--- src/rtl/adder_arb_pkg.sv ---
// Shared types and constants for the adder_arbiter slice: FSM state, output-stage record
// and a constant clog2 helper. The output record is sized by the package defaults.
package adder_arb_pkg;

    function automatic int unsigned clog2(input int unsigned n);
        int unsigned r;
        r = 0;
        for (int unsigned v = 1; v < n; v = v << 1) begin
            r = r + 1;
        end
        return r;
    endfunction

    localparam int unsigned DEF_WIDTH = 16;
    localparam int unsigned DEF_NREQ  = 4;
    localparam int unsigned DEF_ID_W  = clog2(DEF_NREQ);

    typedef enum logic [0:0] {
        IDLE,
        LOCK
    } arb_state_e;

    typedef struct packed {
        logic [DEF_WIDTH-1:0] data;
        logic                 co;
        logic                 last;
        logic [DEF_ID_W-1:0]  id;
        logic                 ovf;
    } out_stage_t;

endpackage

--- src/rtl/adder.sv ---
// Shared WIDTH-bit ripple-carry adder used as the arithmetic datapath.
module adder #(
    parameter int unsigned WIDTH = 16
) (
    input  logic [WIDTH-1:0] a,
    input  logic [WIDTH-1:0] b,
    input  logic             cin,
    output logic [WIDTH-1:0] sum,
    output logic             co
);

    logic [WIDTH:0] c;

    always_comb begin
        sum  = '0;
        c    = '0;
        c[0] = cin;
        for (int unsigned i = 0; i < WIDTH; i++) begin
            sum[i]   = a[i] ^ b[i] ^ c[i];
            c[i+1]   = (a[i] & b[i]) | (c[i] & (a[i] ^ b[i]));
        end
        co = c[WIDTH];
    end

endmodule

--- src/rtl/rr_arbiter.sv ---
// Round-robin arbiter: one-hot grant to the first requester at or after ptr, wrapping,
// plus the encoded index of the winner.
module rr_arbiter #(
    parameter int unsigned NREQ = 4,
    parameter int unsigned ID_W = 2
) (
    input  logic [NREQ-1:0] req,
    input  logic [ID_W-1:0] ptr,
    output logic [NREQ-1:0] gnt,
    output logic [ID_W-1:0] idx
);

    logic found;

    always_comb begin
        gnt   = '0;
        idx   = '0;
        found = 1'b0;
        // Upper half (ptr..NREQ-1) first, then wrap to 0..ptr-1.
        for (int unsigned i = 0; i < NREQ; i++) begin
            if (!found && req[i] && (i >= 32'(ptr))) begin
                found  = 1'b1;
                gnt[i] = 1'b1;
                idx    = ID_W'(i);
            end
        end
        for (int unsigned i = 0; i < NREQ; i++) begin
            if (!found && req[i] && (i < 32'(ptr))) begin
                found  = 1'b1;
                gnt[i] = 1'b1;
                idx    = ID_W'(i);
            end
        end
    end

endmodule

--- src/rtl/adder_arbiter.sv ---
// Round-robin shared adder with multi-word carry chaining and a one-deep result stage.
// Define ADDER_ARB_OVF_EN to build the signed-overflow flag on last words.
module adder_arbiter
    import adder_arb_pkg::*;
#(
    parameter int unsigned WIDTH = DEF_WIDTH,
    parameter int unsigned NREQ  = DEF_NREQ,
    parameter int unsigned ID_W  = clog2(NREQ)
) (
    input  logic                  clk,
    input  logic                  rst_n,
    input  logic [NREQ-1:0]       req_valid,
    output logic [NREQ-1:0]       req_ready,
    input  logic [NREQ*WIDTH-1:0] req_a,
    input  logic [NREQ*WIDTH-1:0] req_b,
    input  logic [NREQ-1:0]       req_sub,
    input  logic [NREQ-1:0]       req_last,
    output logic                  res_valid,
    input  logic                  res_ready,
    output logic [WIDTH-1:0]      res_data,
    output logic                  res_co,
    output logic                  res_last,
    output logic [ID_W-1:0]       res_id,
    output logic                  res_ovf
);

    arb_state_e       state_q, state_d;
    logic [ID_W-1:0]  rr_ptr_q, owner_q, ptr_next;
    logic             carry_q, sub_q;
    out_stage_t       out_q;
    logic             out_valid_q;

    logic [NREQ-1:0]  owner_mask, arb_req, gnt;
    logic [ID_W-1:0]  arb_ptr, gnt_idx;
    logic             out_free, accept, first_word;
    logic [WIDTH-1:0] a_sel, b_sel, b_eff, sum;
    logic             sub_sel, last_sel, sub_eff, cin, co, ovf;

    assign out_free   = !out_valid_q | res_ready;
    assign first_word = (state_q == IDLE);
    assign accept     = (|gnt) & out_free;

    // In LOCK only the owner may win; pointing the arbiter at it keeps one grant path.
    always_comb begin
        owner_mask = '0;
        for (int unsigned i = 0; i < NREQ; i++) begin
            owner_mask[i] = (owner_q == ID_W'(i));
        end
        arb_req = first_word ? req_valid : (req_valid & owner_mask);
        arb_ptr = first_word ? rr_ptr_q : owner_q;
    end

    rr_arbiter #(
        .NREQ(NREQ),
        .ID_W(ID_W)
    ) u_rr_arbiter (
        .req(arb_req),
        .ptr(arb_ptr),
        .gnt(gnt),
        .idx(gnt_idx)
    );

    always_comb begin
        a_sel    = '0;
        b_sel    = '0;
        sub_sel  = 1'b0;
        last_sel = 1'b0;
        for (int unsigned i = 0; i < NREQ; i++) begin
            if (gnt_idx == ID_W'(i)) begin
                a_sel    = req_a[i*WIDTH +: WIDTH];
                b_sel    = req_b[i*WIDTH +: WIDTH];
                sub_sel  = req_sub[i];
                last_sel = req_last[i];
            end
        end
    end

    assign sub_eff = first_word ? sub_sel : sub_q;
    assign cin     = first_word ? sub_sel : carry_q;
    assign b_eff   = sub_eff ? ~b_sel : b_sel;

    adder #(
        .WIDTH(WIDTH)
    ) u_adder (
        .a(a_sel),
        .b(b_eff),
        .cin(cin),
        .sum(sum),
        .co(co)
    );

`ifdef ADDER_ARB_OVF_EN
    assign ovf = last_sel & (a_sel[WIDTH-1] == b_eff[WIDTH-1]) & (sum[WIDTH-1] != a_sel[WIDTH-1]);
`else
    assign ovf = 1'b0;
`endif

    assign ptr_next = (gnt_idx == ID_W'(NREQ - 1)) ? '0 : gnt_idx + ID_W'(1);

    always_ff @(posedge clk) begin
        if (!rst_n) begin
            state_q <= IDLE;
        end else begin
            state_q <= state_d;
        end
    end

    always_comb begin
        state_d = state_q;
        if (accept) begin
            state_d = last_sel ? IDLE : LOCK;
        end
    end

    always_comb begin
        req_ready = '0;
        if (rst_n) begin
            req_ready = gnt & {NREQ{out_free}};
        end
    end

    always_ff @(posedge clk) begin
        if (!rst_n) begin
            rr_ptr_q    <= '0;
            owner_q     <= '0;
            carry_q     <= 1'b0;
            sub_q       <= 1'b0;
            out_valid_q <= 1'b0;
            out_q       <= '0;
        end else if (accept) begin
            out_valid_q <= 1'b1;
            out_q       <= '{data: sum, co: co, last: last_sel, id: gnt_idx, ovf: ovf};
            sub_q       <= sub_eff;
            if (last_sel) begin
                rr_ptr_q <= ptr_next;
                carry_q  <= 1'b0;
            end else begin
                owner_q  <= gnt_idx;
                carry_q  <= co;
            end
        end else if (res_ready) begin
            out_valid_q <= 1'b0;
        end
    end

    assign res_valid = out_valid_q;
    assign res_data  = out_q.data;
    assign res_co    = out_q.co;
    assign res_last  = out_q.last;
    assign res_id    = out_q.id;
    assign res_ovf   = out_q.ovf;

endmodule

--- config.mk ---
export PLATFORM = sky130hd
export DESIGN_NAME = adder_arbiter
export DESIGN_NICKNAME = d
export VERILOG_FILES = /design/src/rtl/adder_arb_pkg.sv /design/src/rtl/adder.sv /design/src/rtl/rr_arbiter.sv /design/src/rtl/adder_arbiter.sv
export SDC_FILE = /design/constraint.sdc
export NUM_CORES = 1
export LEC_CHECK = 0
export CAP_MARGIN = 40
export CORE_MARGIN = 2
export CORE_UTILIZATION = 42
export CTS_CLUSTER_SIZE = 14
export DETAILED_ROUTE_END_ITERATION = 8
export GPL_TIMING_DRIVEN = 0
export PLACE_DENSITY_LB_ADDON = 0.15
export SLEW_MARGIN = 10
export SYNTH_ARGS = -nofsm -noshare
export SYNTH_HDL_FRONTEND = slang
export SYNTH_SLANG_ARGS = --single-unit
--- constraint.sdc ---
create_clock -name clk -period 26.2 [get_ports clk]
set_input_delay 5.24 -clock clk [delete_from_list [all_inputs] [get_ports clk]]
set_output_delay 5.24 -clock clk [all_outputs]
set_load 0.1 [all_outputs]
* After elaboration in Yosys (flattened, before gate mapping) *
Cells that the tools add are included.

word-level totals
  flip-flop bits (word level) = 28
  input bits = 143
  logic and storage cells = 179

operators by class
  add/subtract/negate cells = 1
  $lt $le $gt $ge = 6
  equality and inequality tests = 6
  multiplexer cells = 45
  bitwise gates (word level) = 86
  reductions and logical operators = 25

operators with widths
  kind                   number
  $mux W16               9
  $and A1 B1 Y1          33
  $xor A1 B1 Y1          32
  $mux W1                27
  $or A1 B1 Y1           17
  $not A16 Y16           1
  $mux W2                7
  $logic_and A1 B1 Y1    12
  $and A4 B4 Y4          2
  $eq A2 B2 Y1 const B   4
  $mux W4                2
  $logic_not A1 Y1       7
  $eq A2 B1 Y1 const B   2
  $ge A1 B2 Y1 const A   2
  $logic_not A2 Y1       2
  $lt A1 B2 Y1 const A   2
  $reduce_and A2 Y1      2
  $reduce_or A4 Y1       1
  $add A2 B1 Y2 const B  1
  $ge A2 B2 Y1 const A   1
  $lt A2 B2 Y1 const A   1
  $reduce_bool A2 Y1     1
  $not A1 Y1             1

* Depth between registers and ports, before layout *
  depth after elaboration = 69
  mapped depth = 35
  depth with buffers taken out = 32

* By module *
Synthesis repeated with hierarchy kept, for this count alone.

unflattened totals
  cells, all modules = 387
  area, all modules = 2979.1 um2

by module, submodules not included
  module         instances  cells each  area each (um2)  seq. area each (um2)
  adder_arbiter  1          330         2412.3           560.5
  adder          1          26          357.8            0.0
  rr_arbiter     1          31          209.0            0.0

* Worst setup path after synthesis *
OpenSTA, ideal clock, no wires.

  kind = in2out
  start = input req_valid[0]
  end = output req_ready[3]
  arrival time = 8.551 ns
  required time = 20.960 ns
  setup slack = 12.409 ns
  stages on the path = 4
  buffers on the path = 0
  path through = nor4b_1 > a31oi_1 > nand2_1 > nor4_1

between the ends
  longest elaborated chain between the ends = 17

RTL lines
  item                              line                  text
  from (decl)                       adder_arbiter.sv:12   input logic [NREQ-1:0] req_valid,
  $and A4 B4 Y4                     adder_arbiter.sv:49   arb_req = first_word ? req_valid : (req_valid & owner_mask);
  $mux W4 *                         adder_arbiter.sv:49
  $logic_and A1 B1 Y1 *             rr_arbiter.sv:21      if (!found && req[i] && (i >= 32'(ptr))) begin
  $mux W1 *                         rr_arbiter.sv:21
  $logic_not A1 Y1                  rr_arbiter.sv:21
  $logic_and A1 B1 Y1 (2 in a row)  rr_arbiter.sv:21
  $mux W1 *                         rr_arbiter.sv:21
  $logic_not A1 Y1                  rr_arbiter.sv:21
  $logic_and A1 B1 Y1 (2 in a row)  rr_arbiter.sv:21
  $mux W1 *                         rr_arbiter.sv:21
  $logic_not A1 Y1 *                rr_arbiter.sv:21
  $logic_and A1 B1 Y1 *             rr_arbiter.sv:21
  $mux W1 *                         rr_arbiter.sv:21
  $and A4 B4 Y4 *                   adder_arbiter.sv:118  req_ready = gnt & {NREQ{out_free}};
  $mux W4 *                         adder_arbiter.sv:117  if (rst_n) begin
  to (decl)                         adder_arbiter.sv:13   output logic [NREQ-1:0] req_ready,

Mark *: on every way between the ends. The rest lies on a longest branch, timed or not.

* Final worst setup path *
  start = input req_valid[0]
  end = register out_q (netlist bit res_data[15])

between the ends
  longest elaborated chain between the ends = 66
  elaborated cells between the ends (all ways) = 122

RTL lines
  item                              line                  text
  $and A4 B4 Y4                     adder_arbiter.sv:49
  $mux W4 *                         adder_arbiter.sv:49
  $logic_and A1 B1 Y1               rr_arbiter.sv:21
  $mux W1                           rr_arbiter.sv:21
  $logic_not A1 Y1                  rr_arbiter.sv:21
  $logic_and A1 B1 Y1 (2 in a row)  rr_arbiter.sv:21
  $mux W1                           rr_arbiter.sv:21
  $logic_not A1 Y1                  rr_arbiter.sv:21
  [18 not listed]                   --
  net gnt_idx[0]                    adder_arbiter.sv:34   logic [ID_W-1:0] arb_ptr, gnt_idx;
  [32 not listed]                   --
  $and A1 B1 Y1                     adder.sv:20           c[i+1] = (a[i] & b[i]) | (c[i] & (a[i] ^ b[i]));
  $or A1 B1 Y1                      adder.sv:20
  $and A1 B1 Y1                     adder.sv:20
  $or A1 B1 Y1                      adder.sv:20
  $and A1 B1 Y1                     adder.sv:20
  $or A1 B1 Y1                      adder.sv:20
  $xor A1 B1 Y1 *                   adder.sv:19           sum[i] = a[i] ^ b[i] ^ c[i];
  net sum[15]                       adder_arbiter.sv:36   logic [WIDTH-1:0] a_sel, b_sel, b_eff, sum;
  to (signal assigned)              adder_arbiter.sv:132  out_q <= '{data: sum, co: co, last: last_sel, id: gnt_idx, ovf: ovf};
  to (decl)                         adder_arbiter.sv:30   out_stage_t out_q;

Mark *: on every way through the listed nets, which the timed path passes. The rest lies on a longest branch.
A chain may end at the register's enable or synchronous reset.

==> flow_summary_export.csv <==
group,metric,value,unit
synth,syn_area_per_cell,7.651,sq um
sta,fmax,0.06692,GHz
cells_and_area,layout-drive-gt1-share,0.06814,
routing,drt_wl_total,11190,um
synth,synth.cell_area,0.002992,sq mm
cells_and_area,final_cells,683,
run_status,status,"finished clean",
synth,synth-async-reset-ratio,0,
worst_setup_path,crit_type,"in -> reg",
synth,synth-seq-cells,28,
sta,fin_skew,0.002403,ns
worst_setup_path,cp_common_cell,"fa_1",
sta,tightestPinTransition,0.7706,ns
clock_network,clock-sinks,28,
routing,ant_nets,0,
clock_network,cts_resized,0,
die,die_h,88.40,um
pwr,p_per_area,159.9,mW/mm^2
synth,ys_seq_area_frac,0.1874,
sta,finalMaxSlewViolations,0,
sta,setup_viol,0,
synth,synth_top_area_share,0.1874,
worst_setup_path,cp-end-kind,"register",
sta,whs,0.4669,ns
routing,firstDrtPassIters,4,
synth,ys_top_cells_by_area,"dfxtp_1 19%, fa_1 11%, a21oi_1 9.4%",
pwr,p_leak,2.029,nW
synth,synth-edff-count,0,
worst_setup_path,max_stage_delay,0.55,ns
cells_and_area,num-fill-cells,552,
die,fp-row-count,30,
sta,max-slew-margin-rel,0.4832,
die,start_util,0.4379,
place,post-place-ws,11.01,ns
worst_hold_path,hold_path_class,"reg -> reg",
global_routing,grtUsageTotal,0.2824,
sta,setup-tns-final,0,ns
sta,period_needed,14.94,ns
routing,drc_errors,0,
place,numPlacedInstances,679,
sta,period_share,0.5704,
clock_network,cts_tree,"done",
global_routing,antenna_found_initial,0,
worst_setup_path,worstPathArrival,15.11,ns
clock_network,post_cts_buffers,0,
clock_network,root_buffer,"clkbuf_8",
worst_setup_path,slowest_stage,"clkdlybuf4s50_1",
place,io_buffer_count,167,
die,dieArea,0.007814,sq mm
global_routing,grt_pass1_wl,17400,um
sta,hold_viol_final,0,
synth,yosysWarnings,0,
die,coreArea,0.006832,sq mm
clock_network,clkTransAtPathRegs,0.09,ns
clock_network,cts_buffer_depth,2,
worst_setup_path,start_kind,"input port",
sta,rsz0062_at_grt,"no",
routing,via_per_inst,5.316,
place,dpl.hpwl,9674,um
global_routing,grt_pass1_vias,3657,
die,io_pins,169,
worst_setup_path,required,26.37,ns
synth,yosysTopAreaCell,"dfxtp_1",
global_routing,grt_start_max_net_pins,16,
flow_run,drv_cap,0,
cells_and_area,area.growth.synth_to_final,74.28,%
sta,setup_slack,11.26,ns
place,place_congestion,0.8352,
cells_and_area,multi_input_area,0.002248,sq mm
synth,syn_nets,554,
clock_network,clk_latency,0.28,ns
cells_and_area,nets,751,
pwr,ir_worst_vdd,72.84,uV
cells_and_area,antenna_cells,0,
cells_and_area,final-seq-area,560.5,sq um
worst_setup_path,cp_max_fo,10,
clock_network,cts_buffers,3,
synth,synth_ff_type,"dfxtp_1",
clock_network,hold_buffers,0,
routing,detail_route.iter0.violations,122,
global_routing,overflow,0,
clock_network,h-tree-depth,1,
synth,synth_cell_types,44,
die,die_width,88.40,um
synth,syn_inst,391,
routing,vias,3631,
routing,wire_per_inst,16.38,um
-- cell type report --
cell class              instances  area share
multi-input cells             320      0.4312
repair buffers                192      0.3926
flip-flops and latches         28      0.1075
plain buffers                  33     0.02784
well taps                      96     0.02304
clock buffers                   4     0.01056
inverters                      10    0.007199
-- placed cells by master, fill, tap and decap left out, types with 2 or more instances in the layout --
master,count
clkdlybuf4s50_1,167
nand2_1,58
a21oi_1,56
dfxtp_1,28
clkbuf_1,25
buf_8,25
mux2i_1,23
nor2b_1,22
nor3_1,21
a221oi_1,20
nand2b_1,16
fa_1,16
nand3b_1,14
o21ai_0,12
nor2_1,10
inv_1,10
xnor2_1,10
xor2_1,6
a31oi_1,4
ha_1,4
clkbuf_8,4
buf_4,3
a21o_1,3
and3b_1,2
buf_1,2
buf_2,2
o2bb2ai_1,2
o221a_2,2
a211oi_1,2
-- Yosys cell counts, types with 2 or more instances --
cell and count:
o2bb2ai_1 2, nor3_1 21, clkbuf_1 25, a31oi_1 4
nor2b_1 22, o21ai_0 12, nand2_1 58, dfxtp_1 28
buf_2 2, xor2_1 6, nand2b_1 16, a211oi_1 2
buf_1 2, fa_1 16, nor2_1 10, a21o_1 3
o221a_2 2, a21oi_1 56, a221oi_1 20, ha_1 4
and3b_1 2, nand3b_1 14, xnor2_1 10, mux2i_1 23
buf_4 3, inv_1 10
-- metal layers --
layer | global-route usage | routed length [um]
met5 | 0 | 0
met3 | 0.04198 | 721
met1 | 0.3250 | 4279
met4 | 0.09780 | 372
met2 | 0.5290 | 5812
-- power by group --
| part | switching (mW) | leakage, nW | total [mW] | internal, mW |
|---|---|---|---|---|
| combinational | 0.413 | 1.77 | 0.733 | 0.321 |
| clock | 0.0132 | 0.0288 | 0.0267 | 0.0135 |
| sequential | 0.0111 | 0.232 | 0.0738 | 0.0627 |
-- per-stage QoR --
| stage | power (mW) | area [sq um] | utilization |
|---|---|---|---|
| 2_1_floorplan | 0.5780 | 2992 | - |
| 3_3_place_gp | 0.7428 | 4783 | 0.7002 |
| 3_5_place_dp | 0.8060 | 5159 | 0.7551 |
| 4_1_cts | 0.8356 | 5214 | 0.7632 |
| 5_1_grt | 0.9175 | 5214 | 0.7632 |
| 6_report | 0.8338 | 5214 | 0.7632 |
-- logic make-up (layout without fill, tap and decap cells) --
logic type	Yosys count	in the layout	share of synthesized area
AO/OA/AOI/OAI	110	110	0.2451
flip-flops	28	28	0.1874
buffers and inverters	43	239	0.06106
AND/OR/NAND/NOR	150	150	0.2576
multiplexers	23	23	0.07695
adder cells (fa/ha/maj)	20	20	0.1238
other	1	1	0.001254
XOR/XNOR	16	16	0.04684
-- state kept, by name, summed over array words and instances (netlist names) --
register	cells
res_data	16
owner_q	2
res_id	2
rr_ptr_q	2
carry_q	1
res_co	1
res_last	1
res_valid	1
state_q	1
sub_q	1
-- worst max-delay path, delay by kind of cell --
kind            cells  cell delay [ns]
mux                 1             0.07
buf+inv             7             2.06
compound gates      5             1.17
simple gates        3             0.39
fa+ha+maj          16             6.20
-- path summary, 6_finish.rpt --
path,slack [ns],to,cells past startpoint,from
max,11.26,res_data[15],32,req_valid[0]
min,0.47,res_data[2],2,res_data[2]
max reg2reg,15.94,res_data[15],34,state_q
min reg2reg,0.47,res_data[2],2,res_data[2]
No activity file was read; power rests on OpenSTA's default activity.
